===== src/rtl/program_loader.sv =====
`default_nettype none
// ============================================================================
//  Module   : program_loader
//  Purpose  : Boot-time loader in front of the processor core. Receives a
//             byte stream over valid/ready: a big-endian 16-bit word count N,
//             then N big-endian 16-bit instruction words. Each word is
//             written to instruction memory starting at address 0. The core
//             is held in reset while loading and is released HOLD_CYCLES
//             cycles after the final write.
//  Options  : LOADER_CHECKSUM_EN - when defined, a trailing byte must equal
//             the XOR of all data bytes; a mismatch ends in ERROR.
//  Revision : 1.0 - initial release
// ============================================================================
module program_loader #(
  parameter int ADDR_W      = 16,
  parameter int DEPTH       = 256,
  parameter int HOLD_CYCLES = 4
) (
  input  logic              clock,
  input  logic              reset,
  input  logic              start,
  input  logic [7:0]        byte_in,
  input  logic              byte_valid,
  output logic              byte_ready,
  output logic [ADDR_W-1:0] imem_addr,
  output logic [15:0]       imem_data,
  output logic              imem_we,
  output logic              core_reset,
  output logic              busy,
  output logic              done,
  output logic              err
);

  // Hold counter must be able to reach HOLD_CYCLES on the exit cycle.
  localparam int          c_HOLD_W    = $clog2(HOLD_CYCLES + 1);
  localparam logic [31:0] c_DEPTH     = 32'(DEPTH);
  localparam logic [31:0] c_HOLD_LAST = 32'(HOLD_CYCLES - 1);

  typedef enum logic [3:0] {
    S_IDLE    = 4'd0,
    S_LEN_HI  = 4'd1,
    S_LEN_LO  = 4'd2,
    S_DATA_HI = 4'd3,
    S_DATA_LO = 4'd4,
    S_WRITE   = 4'd5,
    S_RELEASE = 4'd6,
    S_DONE    = 4'd7,
    S_ERROR   = 4'd8
`ifdef LOADER_CHECKSUM_EN
    ,
    S_CHK     = 4'd9
`endif
  } state_t;

  state_t                r_state;
  state_t                w_state_nxt;
  logic [15:0]           r_count;
  logic [c_HOLD_W-1:0]   r_hold;
  logic                  w_xfer;
  logic                  w_start_ok;
  logic                  w_last_word;
  logic                  w_hold_done;
  logic [15:0]           w_len;
`ifdef LOADER_CHECKSUM_EN
  logic [7:0]            r_xor;
`endif

  // States in which a byte may be accepted.
  function automatic logic is_rx(input state_t s);
    logic v;
    v = (s == S_LEN_HI) || (s == S_LEN_LO) || (s == S_DATA_HI) || (s == S_DATA_LO);
`ifdef LOADER_CHECKSUM_EN
    v = v || (s == S_CHK);
`endif
    return v;
  endfunction

  // Every state except the three resting states counts as busy.
  function automatic logic is_busy(input state_t s);
    return !((s == S_IDLE) || (s == S_DONE) || (s == S_ERROR));
  endfunction

  assign w_xfer      = byte_valid && byte_ready;
  assign w_start_ok  = start && !is_busy(r_state);
  // Full length as it will look once the low byte is captured this cycle.
  assign w_len       = {r_count[15:8], byte_in};
  assign w_last_word = (32'(imem_addr) + 32'd1) == 32'(r_count);
  assign w_hold_done = 32'(r_hold) == c_HOLD_LAST;

  // Next-state decode; all outputs are registered from this value.
  always_comb begin
    w_state_nxt = r_state;
    case (r_state)
      S_IDLE, S_DONE, S_ERROR: begin
        if (start) w_state_nxt = S_LEN_HI;
      end
      S_LEN_HI: begin
        if (w_xfer) w_state_nxt = S_LEN_LO;
      end
      S_LEN_LO: begin
        if (w_xfer) begin
          if (w_len == 16'd0) begin
`ifdef LOADER_CHECKSUM_EN
            w_state_nxt = S_CHK;
`else
            w_state_nxt = S_RELEASE;
`endif
          end else if (32'(w_len) > c_DEPTH) begin
            w_state_nxt = S_ERROR;
          end else begin
            w_state_nxt = S_DATA_HI;
          end
        end
      end
      S_DATA_HI: begin
        if (w_xfer) w_state_nxt = S_DATA_LO;
      end
      S_DATA_LO: begin
        if (w_xfer) w_state_nxt = S_WRITE;
      end
      S_WRITE: begin
        if (w_last_word) begin
`ifdef LOADER_CHECKSUM_EN
          w_state_nxt = S_CHK;
`else
          w_state_nxt = S_RELEASE;
`endif
        end else begin
          w_state_nxt = S_DATA_HI;
        end
      end
`ifdef LOADER_CHECKSUM_EN
      S_CHK: begin
        if (w_xfer) w_state_nxt = (byte_in == r_xor) ? S_RELEASE : S_ERROR;
      end
`endif
      S_RELEASE: begin
        if (w_hold_done) w_state_nxt = S_DONE;
      end
      default: w_state_nxt = S_IDLE;
    endcase
  end

  // State register, registered status outputs, datapath and counters.
  always_ff @(posedge clock or posedge reset) begin
    if (reset) begin
      r_state    <= S_IDLE;
      r_count    <= '0;
      r_hold     <= '0;
      imem_addr  <= '0;
      imem_data  <= '0;
      imem_we    <= 1'b0;
      byte_ready <= 1'b0;
      core_reset <= 1'b1;
      busy       <= 1'b0;
      done       <= 1'b0;
      err        <= 1'b0;
`ifdef LOADER_CHECKSUM_EN
      r_xor      <= '0;
`endif
    end else begin
      r_state    <= w_state_nxt;
      byte_ready <= is_rx(w_state_nxt);
      imem_we    <= (w_state_nxt == S_WRITE);
      core_reset <= (w_state_nxt != S_DONE);
      busy       <= is_busy(w_state_nxt);
      done       <= (w_state_nxt == S_DONE);
      err        <= (w_state_nxt == S_ERROR);

      if (r_state == S_RELEASE) r_hold <= r_hold + c_HOLD_W'(1);
      else                      r_hold <= '0;

      // The word index doubles as the write address; it advances after each write.
      if (w_start_ok) begin
        imem_addr <= '0;
        r_count   <= '0;
      end else if (r_state == S_WRITE) begin
        imem_addr <= imem_addr + ADDR_W'(1);
      end

      if (w_xfer) begin
        case (r_state)
          S_LEN_HI:  r_count[15:8]   <= byte_in;
          S_LEN_LO:  r_count[7:0]    <= byte_in;
          S_DATA_HI: imem_data[15:8] <= byte_in;
          S_DATA_LO: imem_data[7:0]  <= byte_in;
          default:   ;
        endcase
      end

`ifdef LOADER_CHECKSUM_EN
      // Running XOR covers data bytes only, never the length header.
      if (w_start_ok) begin
        r_xor <= '0;
      end else if (w_xfer && ((r_state == S_DATA_HI) || (r_state == S_DATA_LO))) begin
        r_xor <= r_xor ^ byte_in;
      end
`endif
    end
  end

endmodule
`default_nettype wire


===== config.mk =====
export PLATFORM = sky130hd
export DESIGN_NAME = program_loader
export DESIGN_NICKNAME = d
export VERILOG_FILES = /design/src/rtl/program_loader.sv
export SDC_FILE = /design/constraint.sdc
export NUM_CORES = 1
export LEC_CHECK = 0
export CORE_UTILIZATION = 45
export DETAILED_ROUTE_END_ITERATION = 10
export GPL_TIMING_DRIVEN = 0
export HOLD_SLACK_MARGIN = 0.15
export MAX_ROUTING_LAYER = met4
export PLACE_DENSITY = 0.73
export SYNTH_ARGS = -nofsm -noshare
export SYNTH_HDL_FRONTEND = slang
export SYNTH_SLANG_ARGS = --single-unit
export TNS_END_PERCENT = 10

===== constraint.sdc =====
create_clock -name clock -period 2.7 [get_ports clock]
set_input_delay 0.27 -clock clock [delete_from_list [all_inputs] [get_ports clock]]
set_output_delay 0.27 -clock clock [all_outputs]
set_load 0.02 [all_outputs]

==> impl_metrics.csv, run 1 <==
group,metric,value,unit
run_status,status,"finished clean",
global_routing,antenna_found_initial,0,
synthesis,synth_edf_count,0,
timing,max_freq,398,MHz
pwr,total_power,4.35,mW
pwr,ir_worst_vdd,597,uV
pwr,switching_share,38.4,%
drt,num_vias,2904,
placement,pre_cts_ws,0.158,ns
cts,cts_sinks,61,
floorplan,core,7290,um2
timing,tightest_slew,0.667,ns
synthesis,ys_types,59,
global_routing,overflow,0,
drt,antenna_left,0,
worst_setup_path,r2r_cells,8,
pwr,p_sw,1.67,mW
worst_setup_path,path_buf_inv,1,
global_routing,grtUsageTotal,23.1,%
synthesis,synth_top_area_share,44.0,%
synthesis,ys.warnings.count,0,
placement,io_buffers,49,
drt,drt_first_pass_iters,4,
worst_setup_path,path_max_fanout,10,
cts,htree_num_levels,3,
timing,fin_hold_ws,0.231,ns
layout,fillers,691,
pwr,p_leak,1.86,nW
timing,final_max_slew_viol_count,0,
floorplan,start_util,46.8,%
pwr,comb_power_share,44.2,%
layout,drive_gt1_share,13.8,%
timing,slew_headroom,55.2,%
pwr,p_int,2.68,mW
worst_setup_path,slowest_delay,0.47,ns
worst_setup_path,crit_start,"imem_addr[1]$_DFFE_PP0P_",
layout,seq_area,1530,um2
floorplan,dieArea,7930,um2
timing,hold_viol,0,
worst_setup_path,endpoint_kind,"flop",
worst_setup_path,critPathLaunchType,"flop",
global_routing,first_global_vias,2736,
pwr,pwr-share-clk,21.3,%
cts,hold_buffers,0,
placement,routabilityCongestion,0.882,
drt,avgViaCountPerCell,5.52,
flow_run,maxCapViolations,0,
drt,wirelength,8160,um
drt,drtIter0Drc,133,
cts,cts_buffers,9,
worst_setup_path,worstSetupEndpoint,"byte_ready$_DFF_PP0_",
global_routing,grt_max_degree,44,
cts,ctsResizeCount,0,
global_routing,grt_pass1_wl,13400,um
timing,period_needed,2.51,ns
layout,antenna_cells,0,
worst_setup_path,r2r_end,"byte_ready$_DFF_PP0_",
cts,insertion_delay,0.34,ns
cts,post_cts_buffers,0,
worst_setup_path,critPathTopFamily,"simple AND/OR/NAND/NOR gates",
worst_setup_path,r2r_slack,0.19,ns
synthesis,yosysTopAreaCell,"dfrtp_1",
floorplan,num_rows,31,
layout,syn_to_final_growth,25.3,%
timing,setup_ws,0.185,ns
synthesis,syn_area,3410,um2
placement,dpl.hpwl,5730,um
synthesis,ys_top_cells_by_area,"dfrtp_1 (44%), nand2_1 (5.8%), mux2_2 (5.3%), nand3_1 (4.3%), xnor2_1 (3.3%)",
floorplan,chipHeight,89.0,um
layout,multiInputGateArea,1710,um2
cts,cts_buffer_depth,2,
timing,finClkSkew,0.00733,ns
worst_hold_path,holdCritPathClass,"input port to async pin",
cts,cts.root.buffer_cell,"clkbuf_8",
timing,setup_viol,0,
cts,clk_pin_slew,0.07,ns
floorplan,die_x,89.0,um
synthesis,synth_flop_cell,"dfrtp_1",
pwr,power_density,1020,nW/um2
timing,finalCritPeriodShare,93.1,%
timing,rsz0062_at_grt,"false",
cts,cts_tree,"built",
worst_setup_path,worst-endpoint-required,2.90,ns
synthesis,async_flop_share,100,%
worst_setup_path,worstPathArrival,2.71,ns
pwr,seqPwrFrac,34.5,%
synthesis,yosysMostFrequentCell,"dfrtp_1",
synthesis,synth_area_per_cell,9.44,um2
drt,wl_per_cell,15.5,um
worst_setup_path,reg2reg_from,"imem_addr[1]$_DFFE_PP0P_",
worst_setup_path,path_depth,8,
synthesis,seq_area_frac_synth,44.8,%
layout,nNetsFinal,437,
synthesis,synth_cells,361,
worst_setup_path,crit_type,"flop to flop",
drt,drcViolationCount,0,
synthesis,synthTopCellsByCount,"dfrtp_1 (60), nand2_1 (53), nand3_1 (29)",
worst_setup_path,cpMaxStageDelayCell,"dfrtp_1",
synthesis,ys_ff_latch,61,
floorplan,io_pins,50,
worst_setup_path,crit_chain,"ha_2, and3_1, buf_4, nand3_1, a311oi_1, nand4_1, nor4_2, a21oi_1",
synthesis,syn_nets,376,
-- power by group through the flow --
stage | clock network, mW | logic, mW | registers [mW]
final | 0.926 | 1.92 | 1.50
after global routing | 0.985 | 2.09 | 1.54
after CTS | 0.944 | 1.92 | 1.50
after detailed placement | 0 | 1.91 | 1.51
after global placement | 0 | 1.88 | 1.50
after floorplan | 0 | 1.09 | 1.65
-- per-layer routing --
layer,vias to the layer above,GRT usage [%],part of all wire (%)
li1,1419,-,-
met1,1390,29.8,48
met2,80,35.6,46
met3,15,3.88,4.3
met4,0,10.8,2.2
met5,-,-,0
-- final cells by class --
cell class | instances | share of cell area, %
tap | 99 | 2.90
clock inverter | 4 | 1.64
inverter | 11 | 0.966
timing repair buffer | 50 | 11.9
multi-input combinational | 264 | 40.1
buffer | 25 | 3.05
sequential | 61 | 35.8
clock buffer | 12 | 3.63
-- cell usage in the layout (no fill, tap or decap), drive strengths merged, types with 2 or more instances in the layout --
cell	n
a21bo	2
a21oi	11
a311oi	2
a31oi	4
and2	3
and3	6
and4	4
and4b	2
buf	14
bufinv	2
clkbuf	24
clkdlybuf4s50	49
clkinv	2
dfrtp	60
ha	3
inv	11
mux2	16
mux2i	2
nand2	53
nand2b	4
nand3	29
nand4	10
nor2	16
nor2b	5
nor3	10
nor4	9
o211ai	2
o21ai	20
o311ai	2
o31ai	7
o41ai	2
or3	2
xnor2	13
xor2	9
-- per-stage QoR --
stage / instances / setup TNS, ns / area [um2] / utilization [%]
finish: 526 / 0 / 4270 / 58.6
global route: 526 / 0 / 4270 / 58.6
CTS: 526 / 0 / 4270 / 58.5
global placement: 509 / -9.53 / 4020 / 55.2
floorplan: 361 / 0 / 3410 / -
detailed placement: 510 / 0 / 4040 / 55.5
-- worst min path at each step --
stage | endpoint | cells after the start
6_report | imem_data[0]$_DFFE_PP0P_ | 2
5_1_grt | imem_data[11]$_DFFE_PP0P_ | 2
4_1_cts | imem_data[11]$_DFFE_PP0P_ | 2
3_5_place_dp | r_hold[0]$_DFF_PP0_ | 1
3_3_place_gp | r_hold[0]$_DFF_PP0_ | 1
2_1_floorplan | r_count[0]$_DFF_PP0_ | 2
-- flip-flops by register name, summed over array words and instances, names as in the netlist --
register and cells:
r_hold 3, done 1, imem_data 16, r_state 4, byte_ready 1, err 1, imem_addr 16, busy 1
r_count 16, core_reset 1, imem_we 1
-- cell families (layout without fill, tap and decap cells) --
logic type,Yosys count,count (layout),synth area share (%)
XOR/XNOR,22,22,5.65
AND/OR/NAND/NOR,156,156,24.7
buffers and inverters,36,102,5.03
multiplexers,18,18,5.87
adder cells (fa/ha/maj),4,4,1.39
AO/OA/AOI/OAI,64,64,12.6
flip-flops,61,61,44.8
No activity file was read; power rests on OpenSTA's default activity.
==> run 2, diff against run 1 <==
==> config.mk (replaced) <==
export PLATFORM = sky130hd
export DESIGN_NAME = program_loader
export DESIGN_NICKNAME = d
export VERILOG_FILES = /design/src/rtl/program_loader.sv
export SDC_FILE = /design/constraint.sdc
export NUM_CORES = 1
export LEC_CHECK = 0
export CORE_UTILIZATION = 30
export DETAILED_ROUTE_END_ITERATION = 10
export GPL_ROUTABILITY_DRIVEN = 1
export GPL_TIMING_DRIVEN = 0
export HOLD_SLACK_MARGIN = 0.15
export MAX_ROUTING_LAYER = met4
export PLACE_DENSITY = 0.54
export SYNTH_ARGS = -nofsm -noshare
export SYNTH_HDL_FRONTEND = slang
export SYNTH_SLANG_ARGS = --single-unit
export TNS_END_PERCENT = 100
==> run 2 against run 1 <==
- count of clock-buffer cells in the layout down 3
- register-to-register slack about the same
- utilization down 18 points
- sequential power about the same
- worst hold slack gained 0.040 ns
- cell count increased by 7.8%
- clock skew decreased by 0.0036 ns
- largest cell class unchanged
- largest power group unchanged
==> impl_metrics.csv, run 2 (same netlist as run 1, synthesis figures left out) <==
group,metric,value,unit
drt,avgViaCountPerCell,5.12,
cts,cts.root.buffer_cell,"clkbuf_16",
layout,nNetsFinal,437,
global_routing,overflow,0,
floorplan,num_rows,38,
worst_setup_path,worst-endpoint-required,2.88,ns
global_routing,antenna_found_initial,0,
layout,syn_to_final_growth,29.9,%
timing,hold_viol,0,
worst_setup_path,critPathLaunchType,"flop",
layout,drive_gt1_share,13.8,%
cts,cts_buffer_depth,2,
layout,top_regs,"imem_addr x16, imem_data x16, r_count x16",
pwr,total_power,4.72,mW
floorplan,io_pins,50,
cts,clk_pin_slew,0.06,ns
timing,finalCritPeriodShare,93.6,%
pwr,p_leak,1.91,nW
worst_setup_path,r2r_end,"byte_ready$_DFF_PP0_",
global_routing,grtUsageTotal,16.4,%
timing,fin_tns_setup,0,ns
timing,final_max_slew_viol_count,0,
drt,wl_per_cell,15.3,um
cts,cts_sinks,61,
timing,period_needed,2.53,ns
worst_setup_path,endpoint_kind,"flop",
placement,io_buffers,49,
drt,antenna_left,0,
timing,finClkSkew,0.00369,ns
worst_setup_path,worstPathArrival,2.71,ns
timing,setup_ws,0.174,ns
flow_run,maxCapViolations,0,
run_status,status,"finished clean",
timing,setup_viol,0,
pwr,power_density,1070,nW/um2
layout,antenna_cells,0,
drt,wirelength,8650,um
floorplan,start_util,31.2,%
floorplan,core,10900,um2
floorplan,chipHeight,109,um
global_routing,grt_max_degree,42,
cts,hold_buffers,0,
placement,dpl.hpwl,6160,um
timing,slew_headroom,54.4,%
global_routing,first_global_vias,2718,
floorplan,die_x,109,um
timing,tightest_slew,0.679,ns
cts,post_cts_buffers,0,
placement,routabilityCongestion,0.858,
placement,pre_cts_ws,0.141,ns
drt,num_vias,2903,
worst_setup_path,path_max_fanout,10,
cts,insertion_delay,0.33,ns
timing,max_freq,396,MHz
global_routing,grt_pass1_wl,14400,um
floorplan,dieArea,11800,um2
cts,cts_buffers,9,
layout,fillers,1085,
worst_hold_path,holdCritPathClass,"input port to async pin",
worst_setup_path,r2r_cells,8,
pwr,ir_worst_vdd,484,uV
layout,final_cell_mix,"dfrtp_1 (60), nand2_1 (53), clkdlybuf4s50_1 (49)",
drt,drcViolationCount,0,
worst_setup_path,r2r_slack,0.17,ns
layout,multiInputGateArea,1720,um2
drt,drtIter0Drc,142,
worst_setup_path,crit_type,"flop to flop",
layout,seq_area,1530,um2
cts,htree_num_levels,3,
drt,drt_first_pass_iters,4,
worst_setup_path,reg2reg_from,"imem_addr[0]$_DFFE_PP0P_",
cts,cts_tree,"built",
timing,rsz0062_at_grt,"false",
layout,final_common_cell,"dfrtp_1",
run 2: report_power, final:
part / switching [mW] / leakage (nW) / internal (mW) / total (mW)
Combinational: 1.06 / 0.940 / 0.895 / 1.96
Clock: 0.451 / 0.156 / 0.812 / 1.26
Sequential: 0.278 / 0.811 / 1.22 / 1.50
Total: 1.79 / 1.91 / 2.93 / 4.72
run 2: layout make-up:
type | count | area share [%]
buffer | 25 | 2.94
clock inverter | 7 | 2.23
clock buffer | 9 | 5.08
tap | 140 | 3.95
inverter | 11 | 0.932
sequential | 61 | 34.5
multi-input combinational | 264 | 38.9
timing repair buffer | 50 | 11.5
run 2: how the worst max path moves through the flow:
stage / startpoint / to / slack, ns / cells past startpoint
floorplan: imem_addr[0]$_DFFE_PP0P_ / r_state[0]$_DFF_PP0_ / 0.46 / 8
global placement: reset / imem_addr[11]$_DFFE_PP0P_ / -0.27 / 2
detailed placement: imem_addr[0]$_DFFE_PP0P_ / r_state[0]$_DFF_PP0_ / 0.14 / 8
CTS: imem_addr[0]$_DFFE_PP0P_ / byte_ready$_DFF_PP0_ / 0.12 / 8
global route: imem_addr[0]$_DFFE_PP0P_ / r_state[0]$_DFF_PP0_ / 0.01 / 8
finish: imem_addr[0]$_DFFE_PP0P_ / byte_ready$_DFF_PP0_ / 0.17 / 8
run 2: what timing repair did:
action | 4_1_cts | 5_1_grt
hold endpoints to repair | 0 | 0
endpoints found under the setup margin | 0 | 3
gates resized for setup | 0 | 2
run 2: per-layer routing:
layer	vias to the layer above	global-route usage, %	share of wire, %
met3	14	2.89	4.0
met5	-	-	0
met4	0	7.05	1.9
met2	75	23.0	44
li1	1426	-	-
met1	1388	22.9	50
run 2: critical path, cell delays in order (launching register included):
cell and delay [ns]:
dfrtp_1 0.51, ha_2 0.30, and3_1 0.18, buf_4 0.18, nand3_1 0.17, a311oi_1 0.35, nand4_1 0.21, nor4_4 0.37
a21oi_1 0.11
run 2: per-stage QoR:
step | instances | instance area, um2 | hold WS (ns) | util, %
floorplan | 361 | 3410 | 0.375 | -
global placement | 550 | 4080 | 0.420 | 37.3
detailed placement | 551 | 4100 | 0.430 | 37.4
CTS | 567 | 4420 | 0.287 | 40.4
global route | 567 | 4430 | 0.324 | 40.5
finish | 567 | 4430 | 0.271 | 40.5
